File: config.mk
export PLATFORM = sky130hd
export DESIGN_NAME = memio_bridge
export DESIGN_NICKNAME = d
export VERILOG_FILES = /design/src/rtl/memio_bridge.sv
export SDC_FILE = /design/constraint.sdc
export NUM_CORES = 1
export LEC_CHECK = 0
export ABC_AREA = 1
export BUFFER_PORTS_ARGS = -buffer_cell sky130_fd_sc_hd__buf_2
export CELL_PAD_IN_SITES_DETAIL_PLACEMENT = 1
export CELL_PAD_IN_SITES_GLOBAL_PLACEMENT = 1
export CORE_ASPECT_RATIO = 1.2
export CORE_UTILIZATION = 32
export CTS_BUF_LIST = sky130_fd_sc_hd__clkbuf_8
export CTS_CLUSTER_DIAMETER = 60
export DETAILED_ROUTE_END_ITERATION = 6
export GPL_TIMING_DRIVEN = 1
export HOLD_SLACK_MARGIN = 0.1
export PLACE_DENSITY = 0.87
export SYNTH_ARGS = -nofsm -noshare
export SYNTH_HDL_FRONTEND = slang
export SYNTH_SLANG_ARGS = --single-unit
File: constraint.sdc
create_clock -name clock -period 3.3 [get_ports clock]
set_input_delay 0.495 -clock clock [delete_from_list [all_inputs] [get_ports clock]]
set_output_delay 0.495 -clock clock [all_outputs]
set_load 0.02 [all_outputs]
File: src/rtl/memio_bridge.sv
// Memory/IO bridge: byte/half/word lanes, latched IO channel outputs, read wait-state FSM, misalignment/decode errors.
// Optional: define MEMIO_READBACK_EN so reads at channel offset +2 return the latched io_out value.
module memio_bridge #(
  parameter int          DATA_W    = 32,
  parameter int          IO_CH     = 4,
  parameter int          IO_W      = 16,
  parameter logic [31:0] IO_BASE   = 32'hFFFFFC60,
  parameter logic [31:0] CH_STRIDE = 32'h00000010,
  parameter int          MEM_LAT   = 2
) (
  input  logic                  clock,
  input  logic                  reset,
  input  logic [31:0]           caddress,
  input  logic                  memread,
  input  logic                  memwrite,
  input  logic                  ioread,
  input  logic                  iowrite,
  input  logic [1:0]            size,
  input  logic                  sign_ext,
  input  logic [DATA_W-1:0]     wdata,
  input  logic [DATA_W-1:0]     mread_data,
  input  logic [IO_CH*IO_W-1:0] io_in,
  output logic [31:0]           address,
  output logic                  mem_we,
  output logic [3:0]            mem_be,
  output logic [DATA_W-1:0]     write_data,
  output logic [DATA_W-1:0]     rdata,
  output logic                  stall,
  output logic [IO_CH*IO_W-1:0] io_out,
  output logic [IO_CH-1:0]      io_cs,
  output logic                  addr_err
);

  localparam logic [1:0] ST_IDLE = 2'b00;
  localparam logic [1:0] ST_WAIT = 2'b01;
  localparam logic [1:0] ST_DONE = 2'b10;
  localparam int         CNT_W   = (MEM_LAT > 2) ? $clog2(MEM_LAT) : 1;

  // Pick the addressed byte/half out of a word and fill the upper bits.
  function automatic logic [31:0] extract_load(input logic [31:0] src, input logic [1:0] off,
                                               input logic [1:0] sz, input logic sx);
    logic [7:0]  b;
    logic [15:0] h;
    case (off)
      2'b00:   b = src[7:0];
      2'b01:   b = src[15:8];
      2'b10:   b = src[23:16];
      default: b = src[31:24];
    endcase
    h = off[1] ? src[31:16] : src[15:0];
    case (sz)
      2'b00:   extract_load = {{24{sx & b[7]}}, b};
      2'b01:   extract_load = {{16{sx & h[15]}}, h};
      default: extract_load = src;
    endcase
  endfunction

  logic [1:0]            state_r, state_nxt_s;
  logic [CNT_W-1:0]      cnt_r, cnt_nxt_s;
  logic [31:0]           hold_r, hold_nxt_s;
  logic [IO_CH*IO_W-1:0] io_out_r, io_out_nxt_s;
  logic                  addr_err_r;

  logic                  mem_req_s, io_req_s, any_req_s;
  logic                  misalign_s, multi_err_s, dec_err_s, err_s;
  logic                  mem_rd_ok_s, io_rd_ok_s, io_wr_ok_s, mem_we_s;
  logic [IO_CH-1:0]      hit_s;
  logic [3:0]            be_s;
  logic [31:0]           lane_data_s;
  logic [IO_W-1:0]       io_wmask_s;
  logic [IO_W-1:0]       io_sel_in_s;
  logic [15:0]           io_hi16_s;
  logic [31:0]           io_src_s, mem_ext_s, rdata_s;

  assign mem_req_s = memread | memwrite;
  assign io_req_s  = ioread | iowrite;
  assign any_req_s = mem_req_s | io_req_s;

  genvar g;
  for (g = 0; g < IO_CH; g++) begin : g_dec
    localparam logic [31:0] CH_ADDR = IO_BASE + CH_STRIDE * 32'(g);
    assign hit_s[g] = io_req_s && (caddress[31:2] == CH_ADDR[31:2]);
  end

  // Alignment check by access size; reserved size behaves as word.
  always_comb begin
    case (size)
      2'b00:   misalign_s = 1'b0;
      2'b01:   misalign_s = caddress[0];
      default: misalign_s = (caddress[1:0] != 2'b00);
    endcase
  end

  assign multi_err_s = ((memread | ioread) & (memwrite | iowrite)) | (mem_req_s & io_req_s);
  assign dec_err_s   = io_req_s & ~(|hit_s);
  assign err_s       = any_req_s & (misalign_s | multi_err_s | dec_err_s);

  assign mem_rd_ok_s = memread & ~err_s;
  assign io_rd_ok_s  = ioread & ~err_s;
  assign io_wr_ok_s  = iowrite & ~err_s;
  assign mem_we_s    = memwrite & ~err_s & (state_r == ST_IDLE);

  // Store lane steering: replicate narrow data across lanes, enable only the addressed ones.
  always_comb begin
    case (size)
      2'b00: begin
        be_s        = 4'b0001 << caddress[1:0];
        lane_data_s = {4{wdata[7:0]}};
      end
      2'b01: begin
        be_s        = caddress[1] ? 4'b1100 : 4'b0011;
        lane_data_s = {2{wdata[15:0]}};
      end
      default: begin
        be_s        = 4'b1111;
        lane_data_s = wdata;
      end
    endcase
  end

  // Channel byte mask: only lanes that overlap the IO_W-bit register matter.
  always_comb begin
    io_wmask_s = {IO_W{1'b0}};
    for (int b = 0; b < IO_W; b++) begin
      io_wmask_s[b] = be_s[b/8];
    end
  end

  // Next value of every channel output register.
  always_comb begin
    io_out_nxt_s = io_out_r;
    for (int k = 0; k < IO_CH; k++) begin
      if (io_wr_ok_s && hit_s[k]) begin
        io_out_nxt_s[k*IO_W +: IO_W] = (io_out_r[k*IO_W +: IO_W] & ~io_wmask_s)
                                     | (lane_data_s[IO_W-1:0] & io_wmask_s);
      end else begin
        io_out_nxt_s[k*IO_W +: IO_W] = io_out_r[k*IO_W +: IO_W];
      end
    end
  end

  // Mux the selected channel input; hit_s is one-hot so OR-ing is safe.
  always_comb begin
    io_sel_in_s = {IO_W{1'b0}};
    for (int k = 0; k < IO_CH; k++) begin
      io_sel_in_s = io_sel_in_s | ({IO_W{hit_s[k]}} & io_in[k*IO_W +: IO_W]);
    end
  end

`ifdef MEMIO_READBACK_EN
  logic [IO_W-1:0] io_sel_out_s;

  // Offset +2 reads back the latched output register of the selected channel.
  always_comb begin
    io_sel_out_s = {IO_W{1'b0}};
    for (int k = 0; k < IO_CH; k++) begin
      io_sel_out_s = io_sel_out_s | ({IO_W{hit_s[k]}} & io_out_r[k*IO_W +: IO_W]);
    end
  end
  assign io_hi16_s = 16'(io_sel_out_s);
`else
  assign io_hi16_s = 16'(io_sel_in_s);
`endif

  // The +2 register sits in the upper half so normal half/byte extraction finds it.
  assign io_src_s  = caddress[1] ? {io_hi16_s, 16'h0000} : 32'(io_sel_in_s);
  assign mem_ext_s = extract_load(mread_data, caddress[1:0], size, sign_ext);

  // Wait-state FSM; MEM_LAT stall cycles include the request cycle itself.
  always_comb begin
    state_nxt_s = state_r;
    cnt_nxt_s   = cnt_r;
    hold_nxt_s  = hold_r;
    case (state_r)
      ST_IDLE: begin
        if (mem_rd_ok_s && (MEM_LAT > 1)) begin
          state_nxt_s = ST_WAIT;
          cnt_nxt_s   = CNT_W'(MEM_LAT - 1);
        end else if (mem_rd_ok_s && (MEM_LAT == 1)) begin
          state_nxt_s = ST_DONE;
          hold_nxt_s  = mem_ext_s;
        end else begin
          state_nxt_s = ST_IDLE;
        end
      end
      ST_WAIT: begin
        if (!mem_rd_ok_s) begin
          state_nxt_s = ST_IDLE;
          cnt_nxt_s   = {CNT_W{1'b0}};
        end else if (cnt_r <= CNT_W'(1)) begin
          state_nxt_s = ST_DONE;
          cnt_nxt_s   = {CNT_W{1'b0}};
          hold_nxt_s  = mem_ext_s;
        end else begin
          cnt_nxt_s = cnt_r - CNT_W'(1);
        end
      end
      ST_DONE: state_nxt_s = ST_IDLE;
      default: begin
        state_nxt_s = ST_IDLE;
        cnt_nxt_s   = {CNT_W{1'b0}};
      end
    endcase
  end

  // State, counter, holding register, channel outputs and error pulse.
  always_ff @(posedge clock or posedge reset) begin
    if (reset) begin
      state_r    <= ST_IDLE;
      cnt_r      <= {CNT_W{1'b0}};
      hold_r     <= 32'h0000_0000;
      io_out_r   <= {(IO_CH*IO_W){1'b0}};
      addr_err_r <= 1'b0;
    end else begin
      state_r    <= state_nxt_s;
      cnt_r      <= cnt_nxt_s;
      hold_r     <= hold_nxt_s;
      io_out_r   <= io_out_nxt_s;
      addr_err_r <= err_s;
    end
  end

  // Load result: IO reads and zero-latency memory resolve in the request cycle.
  always_comb begin
    rdata_s = 32'h0000_0000;
    case (state_r)
      ST_IDLE: begin
        if (io_rd_ok_s) begin
          rdata_s = extract_load(io_src_s, caddress[1:0], size, sign_ext);
        end else if (mem_rd_ok_s && (MEM_LAT == 0)) begin
          rdata_s = mem_ext_s;
        end else begin
          rdata_s = 32'h0000_0000;
        end
      end
      ST_DONE: rdata_s = hold_r;
      default: rdata_s = 32'h0000_0000;
    endcase
  end

  assign address    = mem_req_s ? {caddress[31:2], 2'b00} : 32'h0000_0000;
  assign mem_we     = mem_we_s;
  assign mem_be     = mem_we_s ? be_s : 4'b0000;
  assign write_data = mem_we_s ? lane_data_s : 32'h0000_0000;
  assign rdata      = rdata_s;
  // Reset forces stall low even while the CPU still holds its read request.
  assign stall      = ~reset & ((state_r == ST_WAIT)
                    | ((state_r == ST_IDLE) & mem_rd_ok_s & (MEM_LAT > 0)));
  assign io_out     = io_out_r;
  assign io_cs      = (io_req_s & ~err_s) ? hit_s : {IO_CH{1'b0}};
  assign addr_err   = addr_err_r;

endmodule

==> impl_metrics.yaml, run 1 <==
clocking:
  insertion_delay_ns: 0.39
  cts_sinks: 99
  cts-root-buf: "clkbuf_8"
  clk_pin_slew_ns: 0.11
  cts_buffer_depth: 2
  cts_tree: "done"
  htree_levels: 3
  numCtsBuffers: 9
run_status:
  run_status: "finished, violations left"
  failed_checks: "design-rule violations"
place:
  placedCellCount: 1722
  dp_hpwl_um: 26700
  place_ws_ns: -0.0105
  gp_congestion: 1.03
  portBuffers: 337
synthesis:
  synth_top_family_by_area: "simple AND/OR/NAND/NOR gates"
  syn-mean-instance-area_sq_um: 6.33
  synth_fa_ha_area_share_pct: 0.138
  synthArstFlopShare_pct: 100
  yosys_warnings: 0
  synth_most_common_cell: "nand2_1"
  yosysTopAreaCellShare_pct: 34.2
  yosysTopAreaCell: "dfrtp_1"
  ys_seq_area_share_pct: 34.2
  synth_area_sq_um: 7230
  synth.area.top_cells: "dfrtp_1, nand2_1, nand3_1"
  synth_mux_area_share_pct: 0
  ys_seq_elements: 99
  yosys-top-cells-count: "nand2_1, nor2_1, nand3_1, dfrtp_1, a21oi_1"
  syn_inst: 1143
  synth_flop_cell: "dfrtp_1"
  ys_types: 34
  synth_edf_count: 0
  synth_xor_area_share_pct: 0
  synth_compound_area_share_pct: 14.0
  synth-simple-area-share_pct: 42.9
routing:
  drtIter0Drc: 402
  routed_wl_um: 33000
  vias: 9032
  post_drt_via_cell_ratio: 5.18
  remaining_drc_errors: 39
  wl_per_cell_um: 18.9
  ant_nets: 0
  dr.pass1.iters: 7
floorplan:
  fp.dieArea_sq_um: 23200
  initial_core_util_pct: 33.0
  core_area_sq_um: 21900
  row_count: 59
  io-pin-count: 340
  chipHeight_um: 167
  die_w_um: 139
sta:
  finalWorstSetupSlack_ns: 0.136
  fmax_mhz: 316
  setup_viol: 0
  timing.final.hold_violations: 0
  max_slew.worst_pin.slew_ns: 1.04
  drv_slew: 0
  fin_crit_ns: 3.16
  slew_headroom_pct: 30.2
  clock_skew_ns: 0.0120
  period_share_pct: 95.9
cells_and_area:
  multi_input_area_sq_um: 4170
  final-seq-area_sq_um: 2480
  nFillCells: 3027
  drive_gt1_share_pct: 28.8
  area_growth_pct: 31.2
  final_util_pct: 43.3
  layout.cells.non_filler: 1745
  fin_nets: 1631
hold_path:
  hold_class: "in2async"
power:
  ir_worst_vdd_mv: 0.161
  p_leak_nw: 5.74
  powerDensity_nw_per_um2: 282
  p_total_mw: 2.68
global_routing:
  grt.overflow.total: 0
  gr-usage-all-layers_pct: 28.3
  grt_max_degree: 66
  grt_pass1_wl_um: 50900
  first_global_vias: 9446
  antenna_found_initial: 6
worst_setup_path:
  endpoint_kind: "output port"
  cp-start-kind: "input pin"
  path_max_fanout: 18
  cp_data_required_time_ns: 2.80
  path_class: "in2out"
  crit_arrival_ns: 2.67
run:
  maxCapViolCount: 0
[final cells by class]
class	instances	share of cell area, %
inverter	91	3.68
clock inverter	7	0.923
sequential	99	26.1
antenna	4	0.105
tap	274	3.61
multi-input combinational	895	44.0
timing repair buffer	366	20.3
clock buffer	9	1.30
[routing by layer]
layer	wire, um	global-route usage [%]
met5	26	0
met4	960	10.9
met3	1950	5.49
met2	17400	53.2
met1	12700	31.0
[power breakdown]
| group | internal (mW) | switching, mW |
|---|---|---|
| clock network | 0.366 | 0.502 |
| logic | 0.186 | 0.382 |
| registers | 1.23 | 0.0102 |
| total | 1.78 | 0.894 |
[metrics by stage]
step                setup TNS (ns)  hold WS, ns  cell area (sq um)
detailed placement         -0.0105        0.462               9210
global placement                 0        0.458               9210
finish                           0        0.268               9490
floorplan                        0        0.453               7240
global route               -0.0706        0.314               9490
CTS                              0        0.283               9440
[worst max-delay path, cell delays in order]
cell and delay, ns:
buf_2 0.10, nand2_1 0.08, nor2_1 0.16, nand2_1 0.11
nor2_4 0.26, buf_4 0.21, buf_4 0.22, nand4_1 0.10
o21ai_1 0.16, nor2_1 0.11, o21ai_0 0.32, nand3_1 0.13
nand2_1 0.08, buf_2 0.16
[placed cells by master, fill, tap and decap left out, types with 2 or more instances in the layout]
| master | netlist | layout |
|---|---|---|
| nand2_1 | 377 | 377 |
| buf_2 | 10 | 337 |
| nor2_1 | 149 | 148 |
| nand3_1 | 113 | 112 |
| dfrtp_1 | 99 | 99 |
| a21oi_1 | 82 | 82 |
| inv_1 | 81 | 81 |
| o21ai_0 | 75 | 72 |
| nand4_1 | 30 | 30 |
| buf_4 | 2 | 27 |
| o21ai_1 | 12 | 13 |
| a211oi_1 | 10 | 10 |
| clkbuf_8 | 0 | 9 |
| nor2_4 | 4 | 7 |
| a221oi_1 | 7 | 7 |
| nor2_8 | 6 | 6 |
| nand2_4 | 4 | 5 |
| diode_2 | 0 | 4 |
| clkinv_1 | 5 | 4 |
| inv_2 | 4 | 4 |
| nand3_4 | 3 | 4 |
| nor3_1 | 3 | 3 |
| nand3_2 | 3 | 3 |
| o21ai_2 | 0 | 2 |
| nand2_2 | 3 | 2 |
| nor2_2 | 4 | 2 |
| or2_2 | 2 | 2 |
| o22ai_1 | 2 | 2 |
| conb_1 | 1 | 2 |
| clkinv_4 | 0 | 2 |
| buf_12 | 0 | 2 |
[worst paths after layout]
path / slack, ns / cells after the start / from / to
setup / recovery: 0.14 / 14 / caddress[19] / rdata[13]
hold / removal: 0.27 / 2 / reset / async pin
setup reg to reg: 1.86 / 6 / state_r[0]$_DFF_PP0_ / hold_r[18]$_DFFE_PP0P_
hold reg to reg: 0.48 / 2 / register / register
max in group asynchronous: 2.34 / 3 / reset / async pin
min in group clock: 0.40 / 3 / wdata[1] / register
[cell families (layout without fill, tap and decap cells)]
| family | after synthesis | after routing |
|---|---|---|
| fa+ha+maj | 1 | 1 |
| flops | 99 | 99 |
| compound gates | 190 | 190 |
| simple gates | 702 | 702 |
| other cells | 1 | 6 |
| buf+inv | 150 | 473 |
[repair_timing]
action                                  in CTS  in global routing
pin swaps                                    0                  2
cloned                                       0                  0
endpoints found under the setup margin       1                 24
hold buffers                                 0                  0
setup buffers                                2                  1
gates resized for setup                      0                 11
(Power assumes the default switching activity.)
==> run 2, diff against run 1 <==
--- a/config.mk
+++ b/config.mk
@@ -5,12 +5,11 @@
 export SDC_FILE = /design/constraint.sdc
 export NUM_CORES = 1
 export LEC_CHECK = 0
-export ABC_AREA = 1
 export BUFFER_PORTS_ARGS = -buffer_cell sky130_fd_sc_hd__buf_2
 export CELL_PAD_IN_SITES_DETAIL_PLACEMENT = 1
 export CELL_PAD_IN_SITES_GLOBAL_PLACEMENT = 1
 export CORE_ASPECT_RATIO = 1.2
-export CORE_UTILIZATION = 32
+export CORE_UTILIZATION = 34
 export CTS_BUF_LIST = sky130_fd_sc_hd__clkbuf_8
 export CTS_CLUSTER_DIAMETER = 60
 export DETAILED_ROUTE_END_ITERATION = 6
==> run 2 against run 1 <==
Compared with the run above:
- the run now ends clean
- register-to-register slack got worse by 0.61 ns
- area after synthesis is 11% lower
- sequential cell count unchanged
- non-clock buffer count increased by 12
- via count is 26% lower
- critical endpoint is now write_data[10]
- largest cell class unchanged
- clock power shrank 6.0%
- critical path type unchanged
- die area down 16%
- cell area down 7.2%
- synthesized cell count fell by 42%
- clock skew is 0.0015 ns lower
- worst setup slack worse by 0.0050 ns
==> impl_metrics.yaml, run 2 <==
worst_setup_path:
  r2r_setup_slack_ns: 1.25
  crit_family: "simple AND/OR/NAND/NOR gates"
  reg2reg_to: "hold_r[21]$_DFFE_PP0P_"
  path_max_fanout: 37
  endpoint_kind: "output port"
  timing.critical_path.buf_inv: 4
  cp.depth: 9
  reg2reg_from: "state_r[0]$_DFF_PP0_"
  path_class: "in2out"
  cp_data_required_time_ns: 2.80
  critPathLaunch: "caddress[2]"
  crit_arrival_ns: 2.67
  reg2regPathDepth: 6
  cpMaxStageDelayCell: "or4_1"
  cp_slowest_stage_delay_ns: 0.66
  cp-start-kind: "input pin"
  crit_end: "write_data[10]"
  worstPathCellList: "buf_2 -> nand4bb_1 -> or4_1 -> nor3_2 -> buf_4 -> o2111ai_2 -> buf_4 -> nor2b_1 -> buf_2"
clocking:
  postCtsHoldBufs: 0
  cts_buffer_depth: 2
  post_cts_buffers: 0
  htree_levels: 3
  post_cts_resized: 0
  numCtsBuffers: 9
  clk_pin_slew_ns: 0.11
  insertion_delay_ns: 0.39
  cts-root-buf: "clkbuf_8"
  cts_sinks: 99
  cts_tree: "done"
sta:
  max_slew.worst_pin.slew_ns: 0.774
  fin_tns_setup_ns: 0
  clock_skew_ns: 0.0104
  setup_viol: 0
  fin_crit_ns: 3.17
  rsz0062_at_grt: "false"
  slew_headroom_pct: 48.4
  fmax_mhz: 316
  period_share_pct: 96.0
  holdWs_ns: 0.268
  drv_slew: 0
  timing.final.hold_violations: 0
global_routing:
  grt_pass1_wl_um: 39800
  first_global_vias: 7069
  antenna_found_initial: 6
  grt.overflow.total: 0
  grt_max_degree: 61
  gr-usage-all-layers_pct: 26.6
synthesis:
  synth_most_common_cell: "dfrtp_1"
  synth.area.top_cells: "dfrtp_1, mux2_2, mux2i_1"
  ys_types: 58
  synth_edf_count: 0
  synthArstFlopShare_pct: 100
  yosys_warnings: 0
  ys_seq_area_share_pct: 38.3
  yosysTopAreaCellShare_pct: 38.3
  yosysTopAreaCell: "dfrtp_1"
  synth_flop_cell: "dfrtp_1"
  syn_inst: 664
  yosys-top-cells-count: "dfrtp_1, nand2_1, mux2i_1, mux2_2, nor2_1"
  synth_area_sq_um: 6470
  syn-mean-instance-area_sq_um: 9.74
  ys_seq_elements: 99
routing:
  routed_wl_um: 25900
  vias: 6709
  dr.pass1.iters: 4
  ant_nets: 0
  drtIter0Drc: 289
  post_drt_via_cell_ratio: 5.31
  remaining_drc_errors: 0
  wl_per_cell_um: 20.5
floorplan:
  chipHeight_um: 153
  row_count: 54
  io-pin-count: 340
  die_w_um: 128
  fp.dieArea_sq_um: 19600
  core_area_sq_um: 18400
  initial_core_util_pct: 35.2
run_status:
  run_status: "completed"
power:
  powerDensity_nw_per_um2: 293
  p_leak_nw: 5.04
  ir_worst_vdd_mv: 0.253
place:
  dp_hpwl_um: 20900
  gp_congestion: 0.878
  portBuffers: 337
cells_and_area:
  final_util_pct: 47.9
  layout_commonest_cell: "buf_2"
  fin_nets: 1172
  mostFrequentLayoutCells: "buf_2, dfrtp_1, nand2_1"
  area_growth_pct: 36.2
  drive_gt1_share_pct: 48.9
hold_path:
  hold_class: "in2async"
run:
  maxCapViolCount: 0
==> run 2: cell count changes after synthesis, moves of 11 or more <==
| cell | previous run | this run |
|---|---|---|
| a21oi_1 | 82 | 14 |
| a2bb2oi_1 | 0 | 16 |
| inv_1 | 81 | 14 |
| mux2_2 | 0 | 63 |
| mux2_4 | 0 | 16 |
| mux2i_1 | 0 | 65 |
| nand2_1 | 377 | 89 |
| nand3_1 | 113 | 17 |
| nand4_1 | 30 | 6 |
| nor2_1 | 149 | 48 |
| nor2b_1 | 0 | 39 |
| nor3_1 | 3 | 14 |
| o21ai_0 | 75 | 16 |
| o21ai_1 | 12 | 1 |
==> run 2: how the worst min path moves through the flow <==
stage | endpoint | cells past startpoint
after floorplan | state_r[0]$_DFF_PP0_ | 1
after global routing | async pin | 2
after CTS | async pin | 2
after detailed placement | register | 1
final | state_r[0]$_DFF_PP0_ | 2
after global placement | register | 1
==> run 2: metal layers <==
layer / global-route usage (%) / share of wire [%] / up-vias / wire, um
met5: 0 / 0.085 / - / 22
met3: 5.11 / 5.6 / 56 / 1450
met1: 30.8 / 40 / 3316 / 10300
li1: - / - / 3084 / -
met2: 46.8 / 50 / 249 / 13100
met4: 12.5 / 4.0 / 4 / 1030
==> run 2: cells by family after synthesis <==
family / after synthesis / share of synthesized area, %
AO/OA/AOI/OAI: 107 / 12.5
adder cells (fa/ha/maj): 1 / 0.155
buffers and inverters: 66 / 4.47
flip-flops: 99 / 38.3
multiplexers: 145 / 25.1
other: 1 / 0.0580
AND/OR/NAND/NOR: 245 / 19.5
==> run 2: report_power, final <==
group	switching [mW]	internal, mW	leakage [nW]
clock network	0.515	0.302	0.0994
registers	0.0102	1.23	1.37
logic	0.306	0.221	3.57
==> run 2: stage by stage <==
step,instance area [sq um],setup slack (ns),instances,power (mW)
final,8810,0.131,1264,2.58
after global routing,8800,0.0337,1263,2.70
after CTS,8780,0.00139,1260,2.61
after detailed placement,8580,0.0216,1244,1.79
after global placement,8580,0.143,1244,1.77
after floorplan,6470,0.149,665,1.54
==> run 2: layout make-up <==
| type | instances | area (sq um) |
|---|---|---|
| antenna | 4 | 10.0 |
| fill | 2223 | 9570 |
| sequential | 99 | 2480 |
| tap | 252 | 315 |
| timing repair buffer | 378 | 2010 |
| clock buffer | 9 | 124 |
| inverter | 15 | 58.8 |
| multi-input combinational | 500 | 3730 |
| clock inverter | 7 | 80.1 |
==> run 2: worst register-to-register path: cells and delay by family, from the launching register on <==
family          cells  cell delay, ns
buf+inv             3            0.62
compound gates      2            0.46
flops               1            0.45
simple gates        1            0.42
